--- config.mk ---
export PLATFORM = sky130hd
export DESIGN_NAME = demux1t4_5_buf
export DESIGN_NICKNAME = d
export VERILOG_FILES = /design/src/rtl/demux1t4_5_buf.sv
export SDC_FILE = /design/constraint.sdc
export NUM_CORES = 1
export LEC_CHECK = 0
export BUFFER_PORTS_ARGS = -buffer_cell sky130_fd_sc_hd__clkbuf_2
export CAP_MARGIN = 40
export CORE_ASPECT_RATIO = 1.4
export CORE_UTILIZATION = 35
export CTS_BUF_LIST = sky130_fd_sc_hd__clkbuf_8
export DETAILED_ROUTE_END_ITERATION = 6
export PLACE_DENSITY = 0.58
export SLEW_MARGIN = 20
export SYNTH_ARGS = -nofsm -noshare
export SYNTH_HDL_FRONTEND = slang
export SYNTH_SLANG_ARGS = --single-unit
export TNS_END_PERCENT = 5
--- constraint.sdc ---
create_clock -name clk -period 2.2 [get_ports clk]
set_input_delay 0.11 -clock clk [delete_from_list [all_inputs] [get_ports clk]]
set_output_delay 0.11 -clock clk [all_outputs]
set_load 0.05 [all_outputs]
--- src/rtl/demux1t4_5_buf.sv ---
`default_nettype none
// ---------------------------------------------------------------------------
// demux1t4_5_buf : registered 1-to-4 distributor with per-slot valid/ready
//                  handshakes and saturating per-channel transfer counters.
// Revision 1.0
// ---------------------------------------------------------------------------
module demux1t4_5_buf #(
   parameter int WIDTH = 5,
   parameter int CNT_W = 8
) (
   input  logic             clk,
   input  logic             rst,
   input  logic [WIDTH-1:0] i,
   input  logic [1:0]       s,
   input  logic             i_valid,
   output logic             i_ready,
   output logic [WIDTH-1:0] o0,
   output logic [WIDTH-1:0] o1,
   output logic [WIDTH-1:0] o2,
   output logic [WIDTH-1:0] o3,
   output logic [3:0]       o_valid,
   input  logic [3:0]       o_ready,
   input  logic             clr_cnt,
   output logic [CNT_W-1:0] cnt0,
   output logic [CNT_W-1:0] cnt1,
   output logic [CNT_W-1:0] cnt2,
   output logic [CNT_W-1:0] cnt3
);

   localparam logic [CNT_W-1:0] c_CNT_MAX = {CNT_W{1'b1}};

   logic [WIDTH-1:0] r_data [4];
   logic [CNT_W-1:0] r_cnt  [4];
   logic [3:0]       r_valid;
   logic [3:0]       w_load;
   logic             w_accept;

   // Readiness looks only at the selected slot; a full slot that is being
   // drained this cycle can still take new data.
   assign i_ready  = ~r_valid[s] | o_ready[s];
   assign w_accept = i_valid & i_ready;

   genvar g;
   generate
      for (g = 0; g < 4; g++) begin : g_slot
         assign w_load[g] = w_accept & (s == 2'(g));

         always_ff @(posedge clk or posedge rst) begin
            if (rst) begin
               r_data[g]  <= '0;
               r_valid[g] <= 1'b0;
            end else if (w_load[g]) begin
               r_data[g]  <= i;
               r_valid[g] <= 1'b1;
            end else if (o_ready[g]) begin
               r_valid[g] <= 1'b0;
            end
         end

         always_ff @(posedge clk or posedge rst) begin
            if (rst) begin
               r_cnt[g] <= '0;
            end else if (clr_cnt) begin
               r_cnt[g] <= '0;
            end else if (w_load[g] && (r_cnt[g] != c_CNT_MAX)) begin
               r_cnt[g] <= r_cnt[g] + 1'b1;
            end
         end
      end
   endgenerate

   assign o0      = r_data[0];
   assign o1      = r_data[1];
   assign o2      = r_data[2];
   assign o3      = r_data[3];
   assign o_valid = r_valid;
   assign cnt0    = r_cnt[0];
   assign cnt1    = r_cnt[1];
   assign cnt2    = r_cnt[2];
   assign cnt3    = r_cnt[3];

endmodule
`default_nettype wire

# After elaboration in Yosys (flattened, before gate mapping)
# Cells that the tools add are included.
# totals
word_cells	64
latchBits	0
rom_bits	0
output_inout_bits	57
mem_bits_rw	0
mem_count	0
reg_bits	56
in_bits	15
# classes
eq_ne	7
add_sub_neg	4
bitwise	7
magnitude_cmp	1
n_shift	0
div	0
reduce_logical	13
n_mux	20
n_mul	0
# op_table
operator	count
2-to-1 mux 8 bit	8
adder 8 x 1 -> 8 bit, second input constant	4
!= test 8 bit, second input constant	4
nonzero test 2 bit	8
2-to-1 mux 1 bit	10
bitwise AND 1 bit	5
binary-select mux 1 bit (select 2 bit)	2
== test 2 bit, second input constant	2
logical AND 1 bit	4
less-than comparator 2 x 3 -> 1 bit, second input constant	1
== test 2 x 1 -> 1 bit, second input constant	1
logical NOT 2 bit	1
inverter 1 bit	1
bitwise OR 1 bit	1

# Longest topological paths before layout
# Gate-level depths: netlist of the first run.
# depth
depth_word	9
mapped_depth	6
ltp_nobuf	5

# Worst setup path before layout of the first run
# Ideal clock, no wire load.
# synth_path
path_kind	reg2out
startpoint	register r_valid[2] (netlist: o_valid[2])
endpoint	output i_ready
arrival_ns	1.985
setup_slack_ns	0.105
t_required_ns	2.090
stages_incl_launch_ff	5
n_path_buf	0
cell_sequence	dfrtp_1 -> nor2b_1 -> nand2_1 -> o21ai_0 -> o21ai_0
# synth_via
elab_chain_len	4
# synth_rtl
element	line_no	rtl
from (decl)	34	logic [3:0] r_valid;
from (signal, indexed assignment)	51	r_valid[g] <= 1'b0;
from (signal, indexed assignment)	54	r_valid[g] <= 1'b1;
from (signal, indexed assignment)	56	r_valid[g] <= 1'b0;
binary-select mux 1 bit (select 2 bit)	40	assign i_ready = ~r_valid[s] | o_ready[s];
2-to-1 mux 1 bit (not written as such)	40	
inverter 1 bit	40	
bitwise OR 1 bit	40	
to (decl)	16	output logic i_ready,
# No other way between the ends. The select of a mux whose other input is x is not followed.

# Worst setup path in the final report of the first run
# layout_path
startpoint	register r_valid[2] (netlist: o_valid[2])
endpoint	register r_cnt (netlist bit cnt2[4])
# layout_via
elab_chain_len	8
# layout_rtl
element	line_no	rtl
binary-select mux 1 bit (select 2 bit)	40	
2-to-1 mux 1 bit (not written as such)	40	
inverter 1 bit	40	
bitwise OR 1 bit	40	
bitwise AND 1 bit	41	assign w_accept = i_valid & i_ready;
bitwise AND 1 bit	46	assign w_load[g] = w_accept & (s == 2'(g));
logical AND 1 bit	65	end else if (w_load[g] && (r_cnt[g] != c_CNT_MAX)) begin
nonzero test 2 bit (no source line)	--	
to (signal, indexed assignment)	66	r_cnt[g] <= r_cnt[g] + 1'b1;
to (decl)	33	logic [CNT_W-1:0] r_cnt [4];
# No other way between the ends. The select of a mux whose other input is x is not followed.
# A chain may end at the register's enable or synchronous reset.

==> metrics.txt, run 1 <==
Slew headroom 50.76%; Synth-to-Final Area Change 23.16%; commonest non-fill, non-tap cell in the layout clkbuf_2; PD cells 742.3 mW/mm²; Clock Path Buffers 2; Post-DRT Antenna Nets 0; GPL Wtd Cong 0.7637; multi-input logic area 0.001205 mm²; Initial Util 36.25%; WL per Instance 14.53 µm; Slew @ Worst Pin 0.7386 ns; total clock sinks 56; die area 0.008031 mm²; Post-DP HPWL 4586 µm; Cell Count, Final, Fillers Out 444; All-Layer GR Usage 17.11%; # diodes 0; Final Setup Violations 0; Worst Path Arrival 2.21 ns; drt pass-1 iters 4; layout cells sized above 1 29.11%; Clock Skew 0.008473 ns; M1 GR Usage 21.94%; CP Launch Type flop; Worst Path Required 2.43 ns; first-pass GRT wire length 11010 µm; die width 76.03 µm; Leak 1.543 nW; nets 365; Core Area 0.007407 mm²; overall power 2.455 mW; Num CTS Buffers 5; unrepaired setup endpoints after global routing false; post-route DRC violation count 0; Post-Syn Instances 274; Synth top area share 52.19%; post-route cell area 0.003307 mm²; initial DRC count 107; post-synthesis sequential area ratio 52.19%; Post-CTS Repair Setup Buffers 0; clock latency on the worst-skew pair 0.31 ns; Hold/Removal Path Class in -> reg; Row Count 37; Die H 105.6 µm; Tmin final 1.981 ns; status completed; H-tree depth 2; Post-Route WL 6452 µm; busiest grt layer met2; Final Cycle Share 90.05%; initial antenna violation count 0; Max VDD drop 471.4 µV; cell area after synthesis 0.002685 mm²; met2 GRT Util 28.77%; Net Count, Synth 293; pin count of the biggest net entering global routing 57; Port Buffer Count 71; area taken by flip-flops and latches 0.001401 mm²; Max-cap violations 0; commonest non-fill, non-tap cells in the layout clkbuf_2, dfrtp_1, nand2_1, a21oi_1, nand3_1; Post-DP Area 0.003171 mm²; Setup crit end kind flop; synthesized area per cell 9.800 µm²; post-synth cell types 36; Reg clk slew, reported paths 0.10 ns; CTS tree yes; Fillers 741; cells taking the most area after synthesis dfrtp_1, nand2_1, mux2_2, a21oi_1, or4_1; vias 2332; gr ovfl total 0; Slew Viols, Final 0; PostCTS Resize Cnt 0; critical path class reg -> reg; fmax 504.8 MHz; synth warn 0; setup TNS 0 ns; #FFs+latches synth 56; DP Cell Count 435; number of I/O pins 72; met3 global-route usage 3.463%; Root Buffer clkbuf_8; vias in the first global route 2247; CP Max Fanout 20; Via-to-Cell Ratio 5.252; Fin. Hold Viols 0; Synth area leader dfrtp_1
[per-stage QoR]
| stage | setup WS, ns | util [%] | hold slack, ns |
|---|---|---|---|
| floorplan | 0.1047 | - | 0.2154 |
| CTS | 0.1951 | 44.65 | 0.02727 |
| global placement | 0.2677 | 42.80 | 0.1782 |
| detailed placement | 0.2304 | 42.80 | 0.1659 |
| global route | 0.09756 | 44.65 | 0.05184 |
| finish | 0.2190 | 44.65 | 0.04203 |
[state kept, by name, indices dropped and copies added, names as in the netlist]
| register | cells |
|---|---|
| cnt2 | 8 |
| o0 | 5 |
| o1 | 5 |
| o2 | 5 |
| o3 | 5 |
| cnt0 | 8 |
| o_valid | 4 |
| cnt3 | 8 |
| cnt1 | 8 |
[layer usage]
metal | up-vias | part of all wire [%]
li1 | 1143 | -
met1 | 1130 | 44
met2 | 51 | 49
met3 | 8 | 4.7
met4 | 0 | 1.5
met5 | - | 0
[worst paths after layout]
check	start	end	slack, ns	cells past startpoint
max	o_valid[2]$_DFFE_PP0P_	cnt2[4]$_DFFE_PP0P_	0.22	4
min	i[2]	o2[2]$_DFFE_PP0P_	0.04	3
max reg2reg	o_valid[2]$_DFFE_PP0P_	cnt2[4]$_DFFE_PP0P_	0.22	4
min reg2reg	o2[1]$_DFFE_PP0P_	o2[1]$_DFFE_PP0P_	0.48	2
max in group asynchronous	rst	o3[2]$_DFFE_PP0P_	1.57	4
min in group asynchronous	rst	o1[1]$_DFFE_PP0P_	0.38	4
[cell type report]
class                   instances  share of cell area (%)
flip-flops and latches         56                   42.38
multi-input cells             197                   36.44
repair buffers                 78                   12.79
well taps                      97                   3.670
clock buffers                   7                   2.913
clock inverters                 1                  0.9081
inverters                       8                  0.9081
[report_power, final]
group | internal [mW] | leakage (nW) | total, mW | switching (mW)
Clock | 0.402 | 0.0645 | 0.735 | 0.333
Sequential | 1.11 | 0.740 | 1.16 | 0.0490
Combinational | 0.128 | 0.739 | 0.562 | 0.434
[worst max-delay path, stage by stage, from the launching register on]
cell,delay (ns)
dfrtp_1,0.38
nor2b_1,0.16
or3_1,0.62
or4_1,0.59
a21oi_1,0.15
[synthesized netlist by cell type, drive strengths merged]
library cell	number
nand2	48
a311oi	1
o41ai	4
mux2	12
inv	8
and3	3
and4	4
or3b	1
dfrtp	56
xnor2	1
nor3	5
xor2	2
nand3b	1
nor3b	1
mux2i	1
nor2b	6
nor2	8
o211ai	2
nand3	13
ha	4
o311ai	2
clkbuf	13
a21oi	19
o21ai	11
a31oi	2
nand2b	6
o2111ai	1
o31a	1
or4	10
nor4	4
or3	8
nand4	5
a211oi	2
o31ai	8
nand4b	1
[logic make-up (layout without fill, tap and decap cells)]
logic type / after synthesis / in the layout / synth area share, %
multiplexers: 13 / 13 / 5.405
AND/OR/NAND/NOR: 124 / 124 / 24.28
XOR/XNOR: 3 / 3 / 0.9787
adder cells (fa/ha/maj): 4 / 4 / 1.864
AO/OA/AOI/OAI: 53 / 53 / 12.35
flip-flops: 56 / 56 / 52.19
buffers and inverters: 21 / 94 / 2.936
[timing repair]
| item | in CTS | in global routing |
|---|---|---|
| setup endpoints to repair | 0 | 0 |
| hold buffers | 1 | 0 |
| hold endpoints to repair | 56 | 0 |
Note: power is estimated with default switching activity, not from simulation.
==> run 2: changes to the inputs <==
--- a/config.mk
+++ b/config.mk
@@ -12,6 +12,7 @@
 export CTS_BUF_LIST = sky130_fd_sc_hd__clkbuf_8
 export DETAILED_ROUTE_END_ITERATION = 6
 export PLACE_DENSITY = 0.58
+export RECOVER_POWER = 50
 export SLEW_MARGIN = 20
 export SYNTH_ARGS = -nofsm -noshare
 export SYNTH_HDL_FRONTEND = slang
==> run 2 against run 1 <==
  * Maximum frequency about the same
  * Utilization down 0.64 points
  * Die area stayed put
  * Sequential cell count unchanged
  * Total power fell by 1.0%
  * First-iteration DRC count up 12%
  * Global-route usage unchanged
  * Combinational power fell by 4.3%
  * Largest cell class unchanged
  * Highest routed layer unchanged
==> metrics.txt, run 2 (synthesized netlist as in run 1, its figures left out) <==
status completed; Max VDD drop 466.7 µV; Via-to-Cell Ratio 5.270; Slew Viols, Final 0; fmax 504.9 MHz; number of I/O pins 72; Fillers 753; unrepaired setup endpoints after global routing false; Hold Path End o2[2]$_DFFE_PP0P_; die width 76.03 µm; initial DRC count 120; initial antenna violation count 0; Leak 1.458 nW; CP Max Fanout 20; commonest non-fill, non-tap cells in the layout dfrtp_1, nand2_1, clkbuf_2, clkbuf_1, a21oi_1; Slew headroom 6.438%; hold path cells 3; Reg power frac 47.6%; multi-input logic area 0.001205 mm²; FF-to-FF setup slack 0.22 ns; H-tree depth 2; worst flop-to-flop path endpoint cnt2[4]$_DFFE_PP0P_; Sw Ratio 33.49%; Post-Route WL 6438 µm; setup TNS 0 ns; Comb power frac 22.1%; Tmin final 1.981 ns; vias 2340; overall power 2.430 mW; Slew @ Worst Pin 1.403 ns; Final Cycle Share 90.02%; Core Area 0.007407 mm²; Hold Slack 0.04348 ns; Final Setup Violations 0; Synth-to-Final Area Change 21.39%; nets 365; Port Buffer Count 71; switching power 0.8138 mW; Reg clk slew, reported paths 0.10 ns; pin count of the biggest net entering global routing 57; layout cells sized above 1 21.33%; critical path class reg -> reg; Row Count 37; GPL Wtd Cong 0.7637; CP Launch Type flop; # diodes 0; hold wc startpoint i[2]; vias in the first global route 2247; All-Layer GR Usage 17.11%; Worst Path Arrival 2.21 ns; CTS tree yes; Clock Skew 0.008006 ns; Num CTS Buffers 5; post-route DRC violation count 0; total clock sinks 56; Clk pwr share 30.2%; Max-cap violations 0; WL per Instance 14.50 µm; area taken by flip-flops and latches 0.001401 mm²; Die H 105.6 µm; worst reg-to-reg path cell count 4; Post-DRT Antenna Nets 0; Hold/Removal Path Class in -> reg; PD cells 745.5 mW/mm²; first-pass GRT wire length 11010 µm; Root Buffer clkbuf_8; drt pass-1 iters 6; Initial Util 36.25%; die area 0.008031 mm²; PostCTS Resize Cnt 0; worst r2r src o_valid[2]$_DFFE_PP0P_; Fin. Hold Viols 0; Worst Path Required 2.43 ns; clock latency on the worst-skew pair 0.31 ns; internal power 1.616 mW; commonest non-fill, non-tap cell in the layout dfrtp_1; gr ovfl total 0; Setup crit end kind flop; Post-DP HPWL 4586 µm; Clock Path Buffers 2
-- run 2: cell type report --
| type | count | share of cell area, % |
|---|---|---|
| clock buffers | 7 | 2.956 |
| clock inverters | 1 | 0.9213 |
| repair buffers | 78 | 11.52 |
| well taps | 97 | 3.724 |
| flip-flops and latches | 56 | 42.99 |
| inverters | 8 | 0.9213 |
| multi-input cells | 197 | 36.97 |
-- run 2: timing repair --
action | 4_1_cts | 5_1_grt
hold buffers | 1 | 0
buffers inserted | 0 | 0
endpoints found under the hold margin | 56 | 0
-- run 2: stage by stage --
| step | instance area [µm²] | util, % | cells | worst slack [ns] |
|---|---|---|---|---|
| 2_1_floorplan | 2685 | - | 274 | 0.1047 |
| 3_3_place_gp | 3171 | 42.80 | 435 | 0.2677 |
| 3_5_place_dp | 3171 | 42.80 | 435 | 0.2304 |
| 4_1_cts | 3307 | 44.65 | 444 | 0.1951 |
| 5_1_grt | 3259 | 44.00 | 444 | 0.09698 |
| 6_report | 3259 | 44.00 | 444 | 0.2195 |
-- run 2: worst max path at each step --
stage / start / cells after the start / end / slack (ns)
floorplan: o_valid[2]$_DFFE_PP0P_ / 4 / i_ready / 0.10
global route: o_valid[2]$_DFFE_PP0P_ / 4 / cnt2[4]$_DFFE_PP0P_ / 0.1
global placement: o_valid[2]$_DFFE_PP0P_ / 4 / cnt2[5]$_DFFE_PP0P_ / 0.27
detailed placement: o_valid[2]$_DFFE_PP0P_ / 4 / cnt2[4]$_DFFE_PP0P_ / 0.23
CTS: o_valid[2]$_DFFE_PP0P_ / 4 / cnt2[4]$_DFFE_PP0P_ / 0.20
finish: o_valid[2]$_DFFE_PP0P_ / 4 / cnt2[4]$_DFFE_PP0P_ / 0.22
-- run 2: worst max-delay path, cell delays in order (launching register included) --
cell	delay, ns
dfrtp_1	0.38
nor2b_1	0.16
or3_1	0.62
or4_1	0.59
a21oi_1	0.15
-- run 2: power by group through the flow --
stage	clock network, mW	logic [mW]	registers (mW)
finish	0.735	0.538	1.16
global route	0.799	0.574	1.17
CTS	0.773	0.569	1.16
detailed placement	0	0.567	1.18
global placement	0	0.562	1.18
floorplan	0	0.130	1.46
-- run 2: per-layer routing --
layer	part of all wire, %	up-vias	GRT usage (%)
met1	44	1118	21.94
met3	5.7	8	3.463
met5	0	-	0
li1	-	1146	-
met2	49	68	28.77
met4	1.5	0	5.769
==> run 3: changes to the inputs <==
--- a/config.mk
+++ b/config.mk
@@ -5,7 +5,7 @@
 export SDC_FILE = /design/constraint.sdc
 export NUM_CORES = 1
 export LEC_CHECK = 0
-export BUFFER_PORTS_ARGS = -buffer_cell sky130_fd_sc_hd__clkbuf_2
+export BUFFER_PORTS_ARGS = -buffer_cell sky130_fd_sc_hd__buf_2
 export CAP_MARGIN = 40
 export CORE_ASPECT_RATIO = 1.4
 export CORE_UTILIZATION = 35
==> run 3 against run 2 <==
  * Critical path depth stayed put
  * Non-clock buffer count stayed put
  * Setup slack worse by 0.0026 ns
  * Sequential share of layout area is 0.22 points higher
  * Maximum frequency is 0.13% lower
  * Critical endpoint is now cnt2[5]$_DFFE_PP0P_
  * Via count stayed put
  * Total power is 2.5% lower
==> metrics.txt, run 3 (synthesized netlist as in run 1, its figures left out) <==
final setup margin 0.2169 ns; CP Max Fanout 20; Slew headroom 6.396%; gr ovfl total 0; Fin. Hold Viols 0; worst r2r src o_valid[2]$_DFFE_PP0P_; Final Cycle Share 90.14%; setup TNS 0 ns; CP bufs+invs 0; Post-DP Area 0.003171 mm²; fmax 504.3 MHz; nets 365; Worst Path Arrival 2.21 ns; Slew @ Worst Pin 1.404 ns; unrepaired setup endpoints after global routing false; GPL Wtd Cong 0.7577; Setup crit end kind flop; first-pass GRT wire length 10690 µm; Max VDD drop 521.5 µV; CP Launch Type flop; WL per Instance 14.70 µm; hold path cells 3; Slew Viols, Final 0; initial DRC count 145; initial antenna violation count 0; # diodes 0; slowest cell delay on critical path 0.63 ns; H-tree depth 2; Final Setup Violations 0; Worst Path Required 2.43 ns; status completed; clock latency on the worst-skew pair 0.30 ns; CTS tree yes; Leak 1.467 nW; Layout Utilization 43.78%; CP max-delay cell or3_1; number of I/O pins 72; Cell Chain, Critical Path nor2b_1 > or3_1 > or4_1 > a21oi_1; Post-DP HPWL 4597 µm; FF-to-FF setup slack 0.22 ns; Hold Path End o2[4]$_DFFE_PP0P_; Synth-to-Final Area Change 20.78%; vias in the first global route 2203; Fillers 761; PD cells 730.8 mW/mm²; Num CTS Buffers 5; layout cells sized above 1 21.04%; Post-DRT Antenna Nets 0; Core Area 0.007407 mm²; Clock Path Buffers 2; Tmin final 1.983 ns; post-route cell area 0.003243 mm²; Post-Route WL 6529 µm; Row Count 37; CP top delay family simple AND/OR/NAND/NOR gates; drt pass-1 iters 4; PostCTS Resize Cnt 0; Port Buffer Count 71; die area 0.008031 mm²; total clock sinks 56; Clock Skew 0.007391 ns; dpl ws 0.2334 ns; Via-to-Cell Ratio 5.270; worst flop-to-flop path endpoint cnt2[5]$_DFFE_PP0P_; Hold/Removal Path Class in -> reg; overall power 2.370 mW; worst reg-to-reg path cell count 4; Max-cap violations 0; commonest non-fill, non-tap cells in the layout dfrtp_1, nand2_1, buf_2, clkbuf_1, a21oi_1; die width 76.03 µm; Initial Util 36.25%; post-route DRC violation count 0; critical path class reg -> reg; Reg clk slew, reported paths 0.10 ns; commonest non-fill, non-tap cell in the layout dfrtp_1; pin count of the biggest net entering global routing 57; vias 2340; Root Buffer clkbuf_8; Die H 105.6 µm; Post-CTS Repair Setup Buffers 0; All-Layer GR Usage 16.71%; hold wc startpoint i[4]
-- run 3: changes by cell type in the layout (fill, tap and decap cells not counted) --
cell,previous run,this run
buf_2,0,44
clkbuf_1,26,27
clkbuf_2,46,1
clkbuf_8,7,5
clkinv_2,0,1
clkinvlp_4,0,1
-- run 3: metal layers --
layer  GRT usage [%]  part of all wire [%]  vias to the layer above
met2           29.16                    50                       60
met4           4.670                   1.1                        0
met3           3.463                   4.9                        7
met1           20.84                    44                     1135
li1                -                     -                     1138
met5               0                     0                        -
-- run 3: how the worst max path moves through the flow --
stage | startpoint | end | slack [ns] | cells past startpoint
after floorplan | o_valid[2]$_DFFE_PP0P_ | i_ready | 0.10 | 4
after global placement | o_valid[2]$_DFFE_PP0P_ | cnt2[4]$_DFFE_PP0P_ | 0.28 | 4
after detailed placement | o_valid[2]$_DFFE_PP0P_ | cnt2[3]$_DFFE_PP0P_ | 0.23 | 4
after CTS | o_valid[2]$_DFFE_PP0P_ | cnt2[4]$_DFFE_PP0P_ | 0.21 | 4
after global routing | o_valid[2]$_DFFE_PP0P_ | cnt2[5]$_DFFE_PP0P_ | 0.08 | 4
final | o_valid[2]$_DFFE_PP0P_ | cnt2[5]$_DFFE_PP0P_ | 0.22 | 4
-- run 3: metrics by stage --
step | std cells | hold slack [ns]
5_1_grt | 444 | 0.03875
3_5_place_dp | 435 | 0.1949
3_3_place_gp | 435 | 0.1917
4_1_cts | 444 | 0.03412
2_1_floorplan | 274 | 0.2154
6_report | 444 | 0.03864
-- run 3: tightest hold or removal path: cells and delay by family --
| kind | cells | cell delay [ns] |
|---|---|---|
| buffers and inverters | 1 | 0.11 |
| AND/OR/NAND/NOR | 2 | 0.10 |
-- run 3: power by group --
part | internal (mW) | switching (mW)
Clock | 0.337 | 0.334
Combinational | 0.106 | 0.433
Sequential | 1.11 | 0.0503
Total | 1.55 | 0.818
-- run 3: what timing repair did --
action                                  in CTS  in global routing
endpoints found under the setup margin       0                  0
endpoints found under the hold margin       56                  0
hold buffers                                 1                  0
-- run 3: layout make-up --
cell class	instances	area [µm²]	share of cell area, %
clock buffers	5	68.82	2.122
clock inverters	3	42.54	1.312
inverters	8	30.03	0.9259
multi-input cells	197	1205	37.15
flip-flops and latches	56	1401	43.21
well taps	97	121.4	3.742
repair buffers	78	374.1	11.54
